File: config.mk
export PLATFORM = sky130hd
export DESIGN_NAME = systolic_seq_ctrl_flat
export DESIGN_NICKNAME = d
export VERILOG_FILES = /design/src/rtl/systolic_seq_ctrl_pkg.sv /design/src/rtl/systolic_seq_ctrl_if.sv /design/src/rtl/systolic_skew_lane.sv /design/src/rtl/systolic_seq_ctrl.sv /design/src/flat_wrapper.sv
export SDC_FILE = /design/constraint.sdc
export NUM_CORES = 1
export LEC_CHECK = 0
export CORE_AREA = 2 2 267 269
export DETAILED_ROUTE_END_ITERATION = 10
export DIE_AREA = 0 0 269 271
export DONT_BUFFER_PORTS = 1
export PLACE_DENSITY = 0.57
export RECOVER_POWER = 50
export SLEW_MARGIN = 20
export SYNTH_ARGS = -nofsm -noshare
export SYNTH_HDL_FRONTEND = slang
export SYNTH_SLANG_ARGS = --single-unit
File: constraint.sdc
create_clock -name i_clock -period 6.7 [get_ports i_clock]
set_input_delay 1.34 -clock i_clock [delete_from_list [all_inputs] [get_ports i_clock]]
set_output_delay 1.34 -clock i_clock [all_outputs]
set_load 0.01 [all_outputs]
File: src/rtl/systolic_seq_ctrl_pkg.sv
// Shared definitions for the systolic sequencer and its array bench.
// Holds the default array geometry, the state encoding of the sequencer,
// and the lane/element packing index helpers used on both sides.
package systolic_seq_ctrl_pkg;

  localparam int DIMENSION_DEF = 4;
  localparam int I_BITS_DEF    = 8;
  localparam int O_BITS_DEF    = (2 * I_BITS_DEF) + $clog2(DIMENSION_DEF);

  typedef enum logic [2:0] {
    ST_IDLE  = 3'd0,
    ST_CLEAR = 3'd1,
    ST_FEED  = 3'd2,
    ST_DRAIN = 3'd3,
    ST_DONE  = 3'd4
  } seq_state_e;

  // LSB of lane q in a packed lane bus of w-bit elements.
  function automatic int lane_lsb(input int q, input int w);
    return q * w;
  endfunction

  // LSB of result element (i,j) in a packed N*N result bus of w-bit elements.
  function automatic int elem_lsb(input int i, input int j, input int n, input int w);
    return ((i * n) + j) * w;
  endfunction

  function automatic int max_int(input int a, input int b);
    return (a > b) ? a : b;
  endfunction

endpackage

File: src/rtl/systolic_seq_ctrl_if.sv
// Bundle of host-side and array-side signals of the systolic sequencer.
// Signal names are written from the sequencer's point of view (i_ = into
// the sequencer, o_ = out of it).
//   slave  : the sequencer itself
//   master : host plus array (drives writes/start/ready and the array result)
interface systolic_seq_ctrl_if #(
  parameter int DIMENSION = 4,
  parameter int I_BITS    = 8,
  parameter int O_BITS    = (2 * I_BITS) + $clog2(DIMENSION)
);
  localparam int ROW_W  = (DIMENSION > 1) ? $clog2(DIMENSION) : 1;
  localparam int LANE_W = I_BITS * DIMENSION;
  localparam int C_W    = DIMENSION * DIMENSION * O_BITS;

  logic              i_wr_en;
  logic              i_wr_sel;
  logic [ROW_W-1:0]  i_wr_row;
  logic [LANE_W-1:0] i_wr_data;
  logic              i_start;
  logic              o_busy;
  logic              o_arr_reset;
  logic [LANE_W-1:0] o_a_full;
  logic [LANE_W-1:0] o_b_full;
  logic [C_W-1:0]    i_c_full;
  logic [C_W-1:0]    o_c_full;
  logic              o_valid;
  logic              i_ready;

  modport slave (
    input  i_wr_en, i_wr_sel, i_wr_row, i_wr_data, i_start, i_c_full, i_ready,
    output o_busy, o_arr_reset, o_a_full, o_b_full, o_c_full, o_valid
  );

  modport master (
    output i_wr_en, i_wr_sel, i_wr_row, i_wr_data, i_start, i_c_full, i_ready,
    input  o_busy, o_arr_reset, o_a_full, o_b_full, o_c_full, o_valid
  );

endinterface

File: src/rtl/systolic_skew_lane.sv
// One skewed feed lane. Lane LANE at step t carries element (t - LANE) of
// its N-element vector when 0 <= t - LANE < N, otherwise zero.
// Ports:
//   i_step : current feed step t
//   i_vec  : N packed elements, element k at [I_BITS*k +: I_BITS]
//   o_elem : selected element or zero
module systolic_skew_lane
  import systolic_seq_ctrl_pkg::*;
#(
  parameter int DIMENSION = DIMENSION_DEF,
  parameter int I_BITS    = I_BITS_DEF,
  parameter int T_W       = 4,
  parameter int LANE      = 0
) (
  input  logic [T_W-1:0]              i_step,
  input  logic [I_BITS*DIMENSION-1:0] i_vec,
  output logic [I_BITS-1:0]           o_elem
);

  // Constant-index scan keeps every slice in range for any step value.
  always_comb begin
    o_elem = '0;
    for (int k = 0; k < DIMENSION; k++) begin
      if (32'(i_step) == (k + LANE))
        o_elem = i_vec[I_BITS*k +: I_BITS];
    end
  end

endmodule

File: src/rtl/systolic_seq_ctrl.sv
// Sequencer for an N x N output-stationary systolic multiplier.
// Stores operand matrices A and B written row by row by a host, clears the
// array, streams skewed A rows / B columns into the array lanes, waits for
// the pipeline to drain, captures the array result and offers it through a
// valid/ready handshake.
// Ports:
//   i_clock : rising-edge clock
//   i_reset : synchronous active-high reset
//   bus     : systolic_seq_ctrl_if.slave
//     i_wr_en/i_wr_sel/i_wr_row/i_wr_data : operand row write (IDLE only)
//     i_start                             : begin a multiply (IDLE only)
//     o_busy                              : high outside IDLE
//     o_arr_reset                         : array clear (reset or CLEAR)
//     o_a_full/o_b_full                   : skewed lane feeds to the array
//     i_c_full                            : array accumulators
//     o_c_full/o_valid/i_ready            : captured result handshake
module systolic_seq_ctrl
  import systolic_seq_ctrl_pkg::*;
#(
  parameter int DIMENSION    = DIMENSION_DEF,
  parameter int I_BITS       = I_BITS_DEF,
  parameter int O_BITS       = (2 * I_BITS) + $clog2(DIMENSION),
  parameter int DRAIN_CYCLES = DIMENSION
) (
  input  logic                i_clock,
  input  logic                i_reset,
  systolic_seq_ctrl_if.slave  bus
);

  localparam int N         = DIMENSION;
  localparam int LANE_W    = I_BITS * N;
  localparam int C_W       = N * N * O_BITS;
  localparam int FEED_LAST = (2 * N) - 2;
  localparam int T_MAX     = max_int((2 * N) - 1, DRAIN_CYCLES);
  localparam int T_W       = $clog2(T_MAX + 1);

  seq_state_e                r_state;
  logic [T_W-1:0]            r_t;
  logic [N-1:0][LANE_W-1:0]  r_a;
  logic [N-1:0][LANE_W-1:0]  r_b;
  logic [LANE_W-1:0]         r_a_full;
  logic [LANE_W-1:0]         r_b_full;
  logic [C_W-1:0]            r_c_full;
  logic                      r_valid;

  logic [T_W-1:0]            w_step;
  logic [N-1:0][LANE_W-1:0]  w_b_col;
  logic [LANE_W-1:0]         w_a_lanes;
  logic [LANE_W-1:0]         w_b_lanes;

  // Lanes are registered, so the skew stage computes the step that will be
  // visible next cycle: step 0 while in CLEAR, t+1 while in FEED.
  assign w_step = (r_state == ST_FEED) ? (r_t + T_W'(1)) : '0;

  // B is stored by rows; lane q needs column q.
  always_comb begin
    w_b_col = '0;
    for (int q = 0; q < N; q++) begin
      for (int k = 0; k < N; k++) begin
        w_b_col[q][I_BITS*k +: I_BITS] = r_b[k][I_BITS*q +: I_BITS];
      end
    end
  end

  for (genvar q = 0; q < N; q++) begin : g_lane
    systolic_skew_lane #(
      .DIMENSION (N),
      .I_BITS    (I_BITS),
      .T_W       (T_W),
      .LANE      (q)
    ) u_a_lane (
      .i_step (w_step),
      .i_vec  (r_a[q]),
      .o_elem (w_a_lanes[I_BITS*q +: I_BITS])
    );

    systolic_skew_lane #(
      .DIMENSION (N),
      .I_BITS    (I_BITS),
      .T_W       (T_W),
      .LANE      (q)
    ) u_b_lane (
      .i_step (w_step),
      .i_vec  (w_b_col[q]),
      .o_elem (w_b_lanes[I_BITS*q +: I_BITS])
    );
  end

  always_ff @(posedge i_clock) begin
    if (i_reset) begin
      r_state  <= ST_IDLE;
      r_t      <= '0;
      r_a      <= '0;
      r_b      <= '0;
      r_a_full <= '0;
      r_b_full <= '0;
      r_c_full <= '0;
      r_valid  <= 1'b0;
    end else begin
      case (r_state)
        ST_IDLE: begin
          if (bus.i_wr_en) begin
            if (bus.i_wr_sel) r_b[bus.i_wr_row] <= bus.i_wr_data;
            else              r_a[bus.i_wr_row] <= bus.i_wr_data;
          end
          if (bus.i_start) r_state <= ST_CLEAR;
        end
        ST_CLEAR: begin
          r_t      <= '0;
          r_a_full <= w_a_lanes;
          r_b_full <= w_b_lanes;
          r_state  <= ST_FEED;
        end
        ST_FEED: begin
          if (r_t == T_W'(FEED_LAST)) begin
            r_t      <= '0;
            r_a_full <= '0;
            r_b_full <= '0;
            r_state  <= ST_DRAIN;
          end else begin
            r_t      <= r_t + T_W'(1);
            r_a_full <= w_a_lanes;
            r_b_full <= w_b_lanes;
          end
        end
        ST_DRAIN: begin
          if (r_t == T_W'(DRAIN_CYCLES - 1)) begin
            r_c_full <= bus.i_c_full;
            r_valid  <= 1'b1;
            r_state  <= ST_DONE;
          end else begin
            r_t <= r_t + T_W'(1);
          end
        end
        ST_DONE: begin
          if (bus.i_ready) begin
            r_valid <= 1'b0;
            r_state <= ST_IDLE;
          end
        end
        default: r_state <= ST_IDLE;
      endcase
    end
  end

  // Array clear follows reset combinationally so both sides clear together.
  assign bus.o_arr_reset = i_reset | (r_state == ST_CLEAR);
  assign bus.o_busy      = (r_state != ST_IDLE);
  assign bus.o_a_full    = r_a_full;
  assign bus.o_b_full    = r_b_full;
  assign bus.o_c_full    = r_c_full;
  assign bus.o_valid     = r_valid;

endmodule

File: src/flat_wrapper.sv
// flat-port wrapper written by rule: the top's interface ports become plain ports
module systolic_seq_ctrl_flat import systolic_seq_ctrl_pkg::*;
#(
  parameter int DIMENSION    = DIMENSION_DEF,
  parameter int I_BITS       = I_BITS_DEF,
  parameter int O_BITS       = (2 * I_BITS) + $clog2(DIMENSION),
  parameter int DRAIN_CYCLES = DIMENSION
)
  (i_clock, i_reset, bus_i_wr_en, bus_i_wr_sel, bus_i_wr_row, bus_i_wr_data, bus_i_start, bus_i_c_full, bus_i_ready, bus_o_busy, bus_o_arr_reset, bus_o_a_full, bus_o_b_full, bus_o_c_full, bus_o_valid);
  systolic_seq_ctrl_if #(.DIMENSION(DIMENSION), .I_BITS(I_BITS), .O_BITS(O_BITS)) bus_i ();
  input  logic i_clock;
  input  logic i_reset;
  input wire logic [$bits(bus_i.i_wr_en)-1:0] bus_i_wr_en;
  input wire logic [$bits(bus_i.i_wr_sel)-1:0] bus_i_wr_sel;
  input wire logic [$bits(bus_i.i_wr_row)-1:0] bus_i_wr_row;
  input wire logic [$bits(bus_i.i_wr_data)-1:0] bus_i_wr_data;
  input wire logic [$bits(bus_i.i_start)-1:0] bus_i_start;
  input wire logic [$bits(bus_i.i_c_full)-1:0] bus_i_c_full;
  input wire logic [$bits(bus_i.i_ready)-1:0] bus_i_ready;
  output wire logic [$bits(bus_i.o_busy)-1:0] bus_o_busy;
  output wire logic [$bits(bus_i.o_arr_reset)-1:0] bus_o_arr_reset;
  output wire logic [$bits(bus_i.o_a_full)-1:0] bus_o_a_full;
  output wire logic [$bits(bus_i.o_b_full)-1:0] bus_o_b_full;
  output wire logic [$bits(bus_i.o_c_full)-1:0] bus_o_c_full;
  output wire logic [$bits(bus_i.o_valid)-1:0] bus_o_valid;
  assign bus_i.i_wr_en = bus_i_wr_en;
  assign bus_i.i_wr_sel = bus_i_wr_sel;
  assign bus_i.i_wr_row = bus_i_wr_row;
  assign bus_i.i_wr_data = bus_i_wr_data;
  assign bus_i.i_start = bus_i_start;
  assign bus_i.i_c_full = bus_i_c_full;
  assign bus_i.i_ready = bus_i_ready;
  assign bus_o_busy = bus_i.o_busy;
  assign bus_o_arr_reset = bus_i.o_arr_reset;
  assign bus_o_a_full = bus_i.o_a_full;
  assign bus_o_b_full = bus_i.o_b_full;
  assign bus_o_c_full = bus_i.o_c_full;
  assign bus_o_valid = bus_i.o_valid;
  systolic_seq_ctrl #(.DIMENSION(DIMENSION), .I_BITS(I_BITS), .O_BITS(O_BITS), .DRAIN_CYCLES(DRAIN_CYCLES)) u_core (.i_clock(i_clock), .i_reset(i_reset), .bus(bus_i));
endmodule
==> results.py <==
metrics = {
    "outcome": {
        "status": "complete, but fails checks",
        "failed_checks": "capacitance limit, slew limit",
    },
    "worst_setup_path": {
        "cp_data_required_time_ps": 5360,
        "cp-start-kind": "input pin",
        "slowest_stage": "o21bai_1",
        "slowest_delay_ps": 550,
        "cp_num_buf_inv": 0,
        "critPathTopFamily": "compound AO/OA/AOI/OAI gates",
        "crit_arrival_ps": 2340,
        "cp_cell_sequence": "o21bai_1",
        "crit_type": "in2out",
        "path_max_fanout": 584,
        "crit_path_end_kind": "primary output",
    },
    "floorplanning": {
        "dieArea_um2": 72900,
        "core_um2": 69790,
        "start_util_pct": 33.42,
        "io_pins": 683,
        "fp.dieH_um": 271,
        "die_width_um": 269,
        "rows": 97,
    },
    "clocking": {
        "htreeDepth": 3,
        "tritoncts": "done",
        "cts.repair.resized": 0,
        "clk_latency_ps": 610,
        "clk_pin_slew_ps": 60,
        "postCtsHoldBufs": 0,
        "clock-root-buffer": "clkbuf_16",
        "clock_path_buffers": 3,
        "postCtsSetupBuffers": 0,
        "numClockSinks": 615,
        "numCtsBuffers": 69,
    },
    "global_routing": {
        "grt_pass1_wl_um": 125100,
        "grt_max_degree": 585,
        "overflow": 0,
        "antenna_found_initial": 10,
        "grt_pass1_vias": 18129,
        "grt_usage_pct": 23.01,
    },
    "timing": {
        "clock_skew_ps": 32.62,
        "max_freq_ghz": 0.2720,
        "setup_viol": 0,
        "drv_slew": 66,
        "grt_setup_unrepaired": "false",
        "hold_viol": 0,
        "finalSetupTns_ps": 0,
        "period_needed_ps": 3676,
        "max_slew_margin_pct": -3.835,
        "fin_crit_sh_pct": 54.87,
        "worst_pin_slew_ps": 1558,
    },
    "drt": {
        "totalWireLength_um": 87940,
        "ant_nets": 0,
        "remaining_drc_errors": 0,
        "wire_per_inst_um": 23.36,
        "drtIter0Drc": 1780,
        "post_drt_via_cell_ratio": 5.215,
        "first_pass_iters": 7,
        "vias": 19635,
    },
    "logic_synthesis": {
        "synth_ff_type": "dfxtp_1",
        "yosysWarnings": 0,
        "syn_avg_cell_area_um2": 7.919,
        "syn-num-nets": 3276,
        "synth_top_area_share_pct": 52.79,
        "synth_largest_area_cell": "dfxtp_1",
        "synthTopCellsByArea": "dfxtp_1 53%, nand2_1 18%, a21oi_1 12%, clkbuf_1 2.4%, buf_2 1.6%",
        "synth_edf_count": 0,
        "ys_async_sr_fraction_pct": 0,
        "syn_inst": 2945,
        "synth_seq_cells": 615,
        "ys_top_cells_by_count": "1111 x nand2_1, 615 x dfxtp_1, 581 x a21oi_1, 152 x clkbuf_1, 76 x buf_2",
        "yosysSeqAreaShare_pct": 52.79,
        "yosysUniqueCellTypes": 49,
        "synth.most_common_cell": "nand2_1",
        "netlist_area_um2": 23320,
    },
    "placement": {
        "place_congestion": 0.8411,
        "dp_hpwl_um": 59000,
        "place_inst": 3633,
        "io_buffers": 0,
    },
    "final_layout": {
        "nNetsFinal": 3095,
        "area_growth_pct": 10.27,
        "finalNonFillerCells": 3765,
        "fillCellCount": 7279,
        "drive_gt1_share_pct": 5.078,
    },
    "power_and_ir_drop": {
        "leakage_nw": 8.026,
        "p_per_area_nw_per_um2": 300.4,
        "max-vdd-ir-drop_mv": 0.1593,
    },
    "flow_run": {
        "drv_cap": 2,
    },
    "worst_hold_path": {
        "worstHoldPathType": "reg2reg",
    },
}
-- cell type report --
| cell class | count | area (µm²) | share of cell area, % |
|---|---|---|---|
| tap | 940 | 1176 | 4.574 |
| clock buffer | 109 | 2058 | 8.004 |
| sequential | 615 | 12320 | 47.89 |
| timing repair buffer | 22 | 186.4 | 0.7250 |
| antenna | 9 | 22.52 | 0.08758 |
| clock inverter | 14 | 205.2 | 0.7979 |
| inverter | 21 | 78.83 | 0.3065 |
| multi-input combinational | 2035 | 9673 | 37.61 |
-- cell families (layout without fill, tap and decap cells) --
kind of cell,after synthesis,in the layout,share of synthesized area (%)
compound gates,764,764,18.90
flops,615,615,52.79
fa+ha+maj,3,3,0.1610
xor+xnor,1,1,0.03756
mux,16,16,0.6867
other cells,0,9,0
simple gates,1251,1251,21.36
buf+inv,295,166,6.057
-- stage by stage --
| stage | util (%) | setup WS, ps | hold WS [ps] | power [mW] | area [µm²] |
|---|---|---|---|---|---|
| floorplan | - | 3180 | 431.1 | 4.021 | 23320 |
| finish | 36.85 | 3024 | 447.8 | 7.726 | 25720 |
| global placement | 33.59 | 3163 | 434.8 | 4.006 | 23440 |
| detailed placement | 33.59 | 3100 | 437.3 | 4.009 | 23440 |
| CTS | 36.83 | 3081 | 447.4 | 7.795 | 25700 |
| global route | 36.85 | 2924 | 466.2 | 7.946 | 25720 |
-- registers in the layout (all words and copies together), names as in the netlist --
signal               cells
u_core.bus.o_a_full     32
u_core.bus.o_b_full     32
u_core.bus.o_c_full    288
u_core.bus.o_valid       1
u_core.r_a             128
u_core.r_b             128
u_core.r_state           3
u_core.r_t               3
-- worst min-delay path, cell delays in order (launching register included) --
cell and delay, ps:
dfxtp_1 300, nand2_1 50, a21oi_1 50
-- metal layers --
metal | track usage, % | vias up | wire [µm]
met1 | 28.97 | 9330 | 35060
met5 | 0 | - | 0
met3 | 8.328 | 119 | 9907
li1 | - | 9370 | -
met2 | 35.89 | 816 | 40490
met4 | 8.465 | 0 | 2486
-- path summary, 6_finish.rpt --
kind / slack (ps) / start / to / cells past startpoint
worst max-delay path: 3020 / i_reset / bus_o_arr_reset / 1
worst min-delay path: 450 / u_core.r_b[63] / u_core.r_b[63] / 2
worst max register to register: 3060 / u_core.r_t[0] / u_core.bus.o_b_full[29] / 8
worst min register to register: 450 / u_core.r_b[63] / u_core.r_b[63] / 2
-- power by group --
group          internal [mW]  total, mW  switching, mW  leakage, nW
clock                   2.21       3.80           1.59         1.11
sequential              3.69       3.73         0.0351         4.96
combinational         0.0598      0.205          0.145         1.96
-- layout by cell type (no fill, tap or decap), types with 17 or more instances in the layout --
master,count
nand2_1,1111
dfxtp_1,614
a21oi_1,581
clkbuf_16,70
a22oi_1,46
nor2_1,39
a22o_1,32
clkbuf_1,24
inv_1,21
nand2b_1,21
buf_4,19
nor2b_1,18
o31ai_1,17
No activity file was read; power rests on OpenSTA's default activity.
